==> config.mk <==
export PLATFORM = sky130hd
export DESIGN_NAME = inst_fetch_queue
export DESIGN_NICKNAME = d
export VERILOG_FILES = /design/src/rtl/inst_fetch_queue.sv
export SDC_FILE = /design/constraint.sdc
export NUM_CORES = 1
export LEC_CHECK = 0
export ABC_AREA = 1
export CORE_ASPECT_RATIO = 1.25
export CORE_MARGIN = 2
export CORE_UTILIZATION = 40
export DETAILED_ROUTE_END_ITERATION = 6
export SYNTH_ARGS = -nofsm -noshare
export SYNTH_HDL_FRONTEND = slang
export SYNTH_SLANG_ARGS = --single-unit
==> constraint.sdc <==
create_clock -name clk -period 18.43 [get_ports clk]
set_input_delay 4.6075 -clock clk [delete_from_list [all_inputs] [get_ports clk]]
set_output_delay 4.6075 -clock clk [all_outputs]
set_load 0.05 [all_outputs]
==> src/rtl/inst_fetch_queue.sv <==
// Instruction prefetch FIFO between instruction fetch and decode; flush empties it.
// Define FETCHQ_BYPASS_EN to let a word pass straight through an empty queue in the same cycle.
module inst_fetch_queue #(
   parameter int          DEPTH    = 4,
   parameter logic [31:0] NOP_INST = 32'h00000013
) (
   input  logic                       clk,
   input  logic                       rst,
   input  logic                       flush,
   input  logic                       push_valid,
   output logic                       push_ready,
   input  logic [31:0]                push_inst,
   input  logic [31:0]                push_pc,
   output logic                       pop_valid,
   input  logic                       pop_ready,
   output logic [31:0]                pop_inst,
   output logic [31:0]                pop_pc,
   output logic [$clog2(DEPTH):0]     count
);

   localparam int AW = $clog2(DEPTH);
   localparam int CW = AW + 1;
   localparam logic [CW-1:0] FULL_COUNT = CW'(DEPTH);

   logic [63:0]   mem [DEPTH];
   logic [AW-1:0] wp;
   logic [AW-1:0] rp;
   logic [CW-1:0] occ;

   logic queue_empty;
   logic bypass_active;
   logic bypass_take;
   logic push_fire;
   logic pop_fire;
   logic write_en;
   logic read_en;

   assign queue_empty = (occ == '0);
   assign push_ready  = (occ != FULL_COUNT) && !flush;
   assign push_fire   = push_valid && push_ready;
   assign pop_fire    = pop_valid && pop_ready;
   assign count       = occ;

`ifdef FETCHQ_BYPASS_EN
   // An empty queue forwards the incoming word; if decode takes it, it is never stored.
   assign bypass_active = queue_empty && push_valid && !flush;
`else
   assign bypass_active = 1'b0;
`endif
   assign bypass_take = bypass_active && pop_ready;

   assign write_en = push_fire && !bypass_take;
   assign read_en  = pop_fire && !bypass_take;

   always_comb begin
      pop_valid = 1'b0;
      pop_inst  = NOP_INST;
      pop_pc    = '0;
      if (!queue_empty) begin
         pop_valid = 1'b1;
         pop_inst  = mem[rp][31:0];
         pop_pc    = mem[rp][63:32];
      end else if (bypass_active) begin
         pop_valid = 1'b1;
         pop_inst  = push_inst;
         pop_pc    = push_pc;
      end
   end

   always_ff @(posedge clk) begin
      if (rst || flush) begin
         wp  <= '0;
         rp  <= '0;
         occ <= '0;
      end else begin
         if (write_en) wp <= wp + 1'b1;
         if (read_en)  rp <= rp + 1'b1;
         occ <= occ + CW'(write_en) - CW'(read_en);
      end
   end

   // Entry contents need no reset; only the pointers and count define validity.
   always_ff @(posedge clk) begin
      if (!rst && !flush && write_en) mem[wp] <= {push_pc, push_inst};
   end

endmodule

### Word-level counts from Yosys, hierarchy flattened

Memories as Yosys holds them, arrays and structs flattened. A register that Yosys moved wholly into a read port is not among the register bits.
Cells that the tools add are included.

* $add $sub $neg: 4
* equality and inequality tests: 1
* multiplexer cells: 7
* reductions and logical operators: 9

Operators by type and width (count)
* $mux W32: 2
* $logic_and A1 B1 Y1: 5
* $add A2 B1 Y2 const B: 2
* $mux W2: 2
* $add A3 B1 Y3: 1
* $logic_not A3 Y1: 1
* $mux W1: 3
* $ne A3 B3 Y1 const B: 1
* $sub A3 B1 Y3: 1
* $logic_not A1 Y1: 2
* $logic_or A1 B1 Y1: 1

* register bits: 7
* memory bits (writable): 256
* bits of input ports: 69
* output and inout port bits: 69
* logic and storage cells: 25
* memories: 1

Memory list
* mem: depth 4, bits a word 64, read ports 1, clocked after Yosys merged registers in 1, write ports 1, RTL line 25 `logic [63:0] mem [DEPTH];`

### Logic depth before layout (Yosys ltp)

Gate-level depths: netlist of run 1.

* depth in word-level cells: 6
* mapped depth: 13

### Worst setup path after synthesis of run 1

Ideal clock, no wire load.

* path type: in2reg
* start point: input port flush
* end point: memory mem[0][0], enable pin
* library setup time: 579 ps
* arrival: 9586 ps
* slack: 8264 ps
* stages on the path: 3
* buffers on the path: 0
* cells stage by stage: inv_1 nand3_1 nor3b_1

* word-level cells in the longest chain between the ends: 6
* elaborated cells between the ends (all ways): 7
* classes of those cells: mux: 2; reduce/logical: 5

Ends and longest elaborated chain
* from (decl): RTL line 9 `input logic flush,`
* $logic_not A1 Y1 (*): RTL line 39, 84
* $logic_and A1 B1 Y1: RTL line 39 `assign push_ready = (occ != FULL_COUNT) && !flush;`
* $logic_and A1 B1 Y1: RTL line 40 `assign push_fire = push_valid && push_ready;`
* $logic_and A1 B1 Y1 (*): RTL line 84 `if (!rst && !flush && write_en) mem[wp] <= {push_pc, push_inst};`
* $mux W1 (*): RTL line 84
* $mux W1 (implied by the code) (*): RTL line 84
* to (decl): RTL line 25

Every way passes the cells marked *; elsewhere a longest branch is shown, timed or not.

### Worst setup path after layout of run 1

* start point: input port flush
* end point: output port push_ready

* word-level cells in the longest chain between the ends: 2

Ends and longest elaborated chain
* $logic_not A1 Y1: RTL line 39
* $logic_and A1 B1 Y1: RTL line 39
* to (decl): RTL line 11 `output logic push_ready,`

No other way between the ends.

==> results.tsv, run 1 <==
metric	value	unit
Synth Area in Adders	0.911	%
yosys warns	0	
Final period util	57.5	%
Top Ports	138	
status	complete, no violations	
CP max FO	3	
Reg2Reg Setup Slack	16030	ps
CP Capture Type	output port	
Clock Latency Late Sink	530	ps
diode count	0	
CP arrival	5980	ps
Syn Nets	896	
mux share of post-synthesis cell area	0	%
CTS Root Cell	clkbuf_16	
CTS tree	built	
die area	27400	sq um
Post-CTS Setup Bufs	0	
Tot GR Track Use	16.2	%
most frequent cells in the layout	edfxtp_1, nor2_1, clkdlybuf4s50_1	
WS Path Type	in -> out	
TritonRoute pass-1 iters	4	
# resized after CTS	0	
Worst VDD drop	58.9	uV
sw power	0.295	mW
ANT nets after route	0	
Finished Cell Area	13000	sq um
Rows	66	
Logic pwr share	8.7	%
setup_tns	0	ps
reg-to-reg startpoint	count[1]$_SDFF_PP0_	
DR iter-0 viols	378	
Clock Pin Slew Worst Setup and Hold Paths	60	ps
Synth Area in Simple Gates	10.6	%
main combinational cell family by area after synthesis	simple AND/OR/NAND/NOR gates	
clock group share of total power	41.8	%
Avg Cell Area, Syn	12.7	sq um
share of layout cells above drive strength 1	6.69	%
Seq/Total Area, Yosys	75.4	%
top-area cell type share of the netlist area	73.7	%
RSZ-0062 raised after global routing	no	
measured slew at the worst slew-check pin	908	ps
core footprint	25800	sq um
die height	185	um
vias after detailed routing	6477	
R2R Path End	count[2]$_SDFF_PP0_	
total CTS buffers	26	
largest net degree at the start of global routing	70	
Flop pwr share	49.5	%
buffers added on ports	137	
Setup Skew	19.5	ps
WL/cell	17.1	um
Final Hold Fails	0	
post-synthesis xor/xnor area fraction	0.0839	%
Pwr per Cell Area	104	nW/um^2
top cells by area, synth	edfxtp_1, nor2_1, o21ai_0	
cts hold-fix bufs	0	
hold path startpoint	rp[1]$_SDFFE_PP0P_	
vias in the first global route	6402	
RD Place Congestion	0.681	
switching part of the total	21.8	%
final core occ	50.2	%
first-pass GRT wire length	34300	um
Final WS setup	7840	ps
Rel. slew slack	39.5	%
Post-Syn Instances	820	
hpwl dp	12100	um
Post-Route WL	22400	um
H-tree levels	1	
CTS max path bufs	3	
P_int	1.06	mW
area growth from synthesis to layout	24.3	%
Slew Viols, Final	0	
area of the mapped netlist	10400	sq um
Vias/cell	4.94	
post-place setup slack	7850	ps
endpoints failing setup	0	
Cells on Worst Hold Path	2	
Worst Path Required	13820	ps
Worst Reg2Reg Path Length in Cells	13	
area leader, netlist	edfxtp_1	
initial antenna violation count	0	
Remaining Overflow, GRT	0	
CP startpoint kind	primary input	
post-route minimum period	10590	ps
worst hold-check path type	reg -> reg	
initial cell density of the core	40.4	%
Synth Area in Compound Gates	9.35	%
commonest non-fill, non-tap cell in the layout	edfxtp_1	
fmax	94.4	MHz
CTS Sinks	265	
Pleak	4.35	nW
DP Area	12000	sq um
FF+latch count, synth	265	
hold_ws	493	ps
drt drc	0	
Max-Cap Viols	0	
Die X	148	um
final-stage net count	1027	
Synth cell types	19	
-- worst max-delay path by stage --
stage | slack [ps] | to | startpoint | cells after the start
after floorplan | 8260 | mem[0][0]$_DFFE_PP_ | flush | 3
after global placement | 7830 | push_ready | flush | 3
after detailed placement | 7850 | push_ready | flush | 3
after CTS | 7830 | push_ready | flush | 3
after global routing | 7760 | push_ready | flush | 3
final | 7840 | push_ready | flush | 3
-- synthesized netlist by cell type, drive strengths merged --
library cell / number
edfxtp: 256
nor2: 255
o21ai: 126
a21oi: 69
buf: 37
nand2: 25
inv: 17
clkbuf: 10
dfxtp: 9
ha: 6
nor3b: 4
nand3: 2
nand4: 2
fa: 1
xor2: 1
-- power by group through the flow --
stage	registers [mW]	clock network (mW)	logic, mW
after CTS	0.670	0.580	0.120
final	0.670	0.567	0.118
after detailed placement	0.683	0	0.119
after floorplan	0.684	0	0.0681
after global routing	0.671	0.603	0.126
after global placement	0.683	0	0.119
-- per-stage QoR --
stage                     std cells  power (mW)
after floorplan                 820       0.752
after global placement         1263       0.802
after detailed placement       1263       0.803
after CTS                      1311        1.37
after global routing           1311        1.40
final                          1311        1.36
-- area by class of cell --
| class | instances | area (sq um) |
|---|---|---|
| fill | 2265 | 12900 |
| sequential | 265 | 7870 |
| multi-input combinational | 491 | 2200 |
| timing repair buffer | 150 | 1470 |
| clock buffer | 35 | 746 |
| tap | 340 | 425 |
| clock inverter | 13 | 194 |
| inverter | 17 | 65.1 |
-- routing by layer --
layer  global-route usage (%)  vias to the layer above  wire, um
met2                     30.3                      137     11800
met4                     3.77                        0       295
met5                        0                        -         0
met3                     2.75                       24      1070
li1                         -                     3153         -
met1                     19.5                     3163      9190
-- kinds of logic after synthesis --
family	after synthesis
buffers and inverters	64
flip-flops	265
adder cells (fa/ha/maj)	7
XOR/XNOR	1
AND/OR/NAND/NOR	288
AO/OA/AOI/OAI	195
-- worst max-delay path, cell delays in order --
cell,delay (ps)
clkdlybuf4s50_1,430
a21oi_1,130
clkdlybuf4s50_1,810
-- flip-flops by register name, indices dropped and copies added (netlist names), named ones only --
name,cells
wp,2
count,3
mem,256
rp,2
No activity file was read; power rests on OpenSTA's default activity.
==> inputs of run 2 (changes only) <==
==> constraint.sdc (replaced) <==
create_clock -name clk -period 8.8 [get_ports clk]
set_input_delay 2.2 -clock clk [delete_from_list [all_inputs] [get_ports clk]]
set_output_delay 2.2 -clock clk [all_outputs]
set_load 0.05 [all_outputs]
==> results.tsv, run 2 (synthesis results as in run 1) <==
metric	value	unit	change
DP Area	12000	sq um	-0.19%
setup_tns	0	ps	unchanged
total CTS buffers	27		+3.8%
Post-CTS Setup Bufs	0		unchanged
placed insts	1260		-0.24%
CP Buf/Inv Count	3		+1
WS Path Type	reg -> out		
drt drc	0		unchanged
post-route minimum period	6150	ps	
RD Place Congestion	0.716		+5.2%
status	complete, no violations		
R2R Path End	mem[0][41]$_DFFE_PP_		
endpoints failing setup	0		unchanged
Worst VDD drop	115	uV	+96%
switching part of the total	22.2	%	+0.43 points
Remaining Overflow, GRT	0		unchanged
Flop pwr share	50.8	%	+1.3 points
Worst Setup EP	pop_inst[1]		
Tot Pwr	2.76	mW	+100%
worst path cell trace	clkinv_2, buf_4, a21oi_1, o21ai_0, clkdlybuf4s50_1		
Post-Route WL	22500	um	+0.56%
TritonRoute pass-1 iters	4		unchanged
diode count	0		unchanged
Max-Cap Viols	0		unchanged
Reg2Reg Setup Slack	6410	ps	-9620 ps
Pwr per Cell Area	215	nW/um^2	+110%
initial antenna violation count	0		unchanged
commonest non-fill, non-tap cell in the layout	edfxtp_1		
Rel. slew slack	31.7	%	-7.8 points
Rows	66		unchanged
clock group share of total power	40.2	%	-1.6 points
number of fill cells	2230		-1.5%
sw power	0.614	mW	+110%
Clock Pin Slew Worst Setup and Hold Paths	60	ps	about the same
RSZ-0062 raised after global routing	no		
first-pass GRT wire length	34200	um	-0.30%
area growth from synthesis to layout	23.4	%	
Vias/cell	4.91		-0.70%
Finished Layout Cells	1308		-0.23%
DR iter-0 viols	347		-8.2%
Logic pwr share	9.0	%	+0.3 points
Worst Reg2Reg Path Length in Cells	5		-8
CP arrival	3950	ps	-2030 ps
Top Ports	138		unchanged
P_int	2.15	mW	+100%
largest net degree at the start of global routing	69		-1.4%
most frequent cells in the layout	edfxtp_1, nor2_1, clkdlybuf4s50_1		
CTS Root Cell	clkbuf_16		
final-stage net count	1025		-0.19%
Reg with most FFs	mem		
cts hold-fix bufs	0		unchanged
CTS tree	built		
Clock Latency Late Sink	510	ps	-20 ps
Tot GR Track Use	16.1	%	-0.12 points
CTS max path bufs	3		unchanged
CP Capture Type	output port		
critical path's slowest cell	clkinv_2		
Crit path depth	5		+2
slowest stage delay, CP	810	ps	about the same
Pleak	4.30	nW	-1.3%
worst hold-check path type	reg -> reg		
# resized after CTS	0		unchanged
measured slew at the worst slew-check pin	1020	ps	+117 ps
die area	27400	sq um	unchanged
vias in the first global route	6248		-2.4%
CTS Sinks	265		unchanged
buffers added on ports	137		unchanged
core footprint	25800	sq um	unchanged
vias after detailed routing	6417		-0.93%
CP max FO	68		+65
Final WS setup	2650	ps	-5190 ps
Worst Path Required	6600	ps	-7220 ps
share of layout cells above drive strength 1	5.79	%	-0.91 points
CP startpoint kind	flop		
Largest delay share family, worst path	buffers and inverters		
reg-to-reg startpoint	count[1]$_SDFF_PP0_		
Finished Cell Area	12900	sq um	-0.74%
fmax	163	MHz	
max reg flops	256		unchanged
ANT nets after route	0		unchanged
hpwl dp	11600	um	-4.1%
Setup Skew	8.44	ps	-11.0 ps
Slew Viols, Final	0		unchanged
initial cell density of the core	40.4	%	unchanged
Die X	148	um	unchanged
die height	185	um	unchanged
post-place setup slack	3030	ps	-4820 ps
Final Hold Fails	0		unchanged
H-tree levels	1		unchanged
Final period util	69.9	%	
WL/cell	17.2	um	+0.79%
-- run 2: cell count changes in the layout (fill, tap and decap cells not counted), sizes merged --
cell	delta
buf	-3
bufinv	-2
clkbuf	+3
clkinvlp	-1
-- run 2: layout make-up --
| class | count | area [sq um] | share of cell area, % |
|---|---|---|---|
| clock buffer | 38 | 737 | 5.72 |
| tap | 340 | 425 | 3.30 |
| multi-input combinational | 491 | 2200 | 17.1 |
| clock inverter | 10 | 129 | 1.00 |
| timing repair buffer | 147 | 1450 | 11.2 |
| sequential | 265 | 7870 | 61.1 |
| inverter | 17 | 65.1 | 0.505 |
-- run 2: worst min path at each step --
stage               slack [ps]          startpoint    to  cells after the start
finish                     490  rp[1]$_SDFFE_PP0P_  flop                      2
global route               530  rp[1]$_SDFFE_PP0P_  flop                      2
CTS                        500  rp[1]$_SDFFE_PP0P_  flop                      2
detailed placement         490  rp[1]$_SDFFE_PP0P_  flop                      2
global placement           480  rp[1]$_SDFFE_PP0P_  flop                      2
floorplan                  460  rp[1]$_SDFFE_PP0P_  flop                      2
-- run 2: worst min-delay path, stage by stage, from the launching register on --
cell and delay, ps:
dfxtp_1 320, nand2_1 60, a21oi_1 60
-- run 2: power groups by stage --
| stage | combinational [mW] | sequential, mW | clock, mW |
|---|---|---|---|
| 2_1_floorplan | 0.143 | 1.43 | 0 |
| 3_3_place_gp | 0.249 | 1.43 | 0 |
| 3_5_place_dp | 0.251 | 1.43 | 0 |
| 4_1_cts | 0.252 | 1.40 | 1.13 |
| 5_1_grt | 0.266 | 1.40 | 1.19 |
| 6_report | 0.249 | 1.40 | 1.11 |
-- run 2: layer usage --
metal / vias to the layer above / part of all wire [%] / track usage, %
met1: 3124 / 42 / 19.8
met4: 0 / 1.4 / 3.58
li1: 3149 / - / -
met5: - / 0 / 0
met3: 23 / 4.1 / 2.82
met2: 121 / 52 / 29.6
-- run 2: stage by stage --
| stage | hold WS, ps | util [%] |
|---|---|---|
| 6_report | 487 | 49.8 |
| 3_3_place_gp | 480 | 46.5 |
| 4_1_cts | 497 | 49.8 |
| 2_1_floorplan | 462 | - |
| 3_5_place_dp | 488 | 46.5 |
| 5_1_grt | 526 | 49.8 |
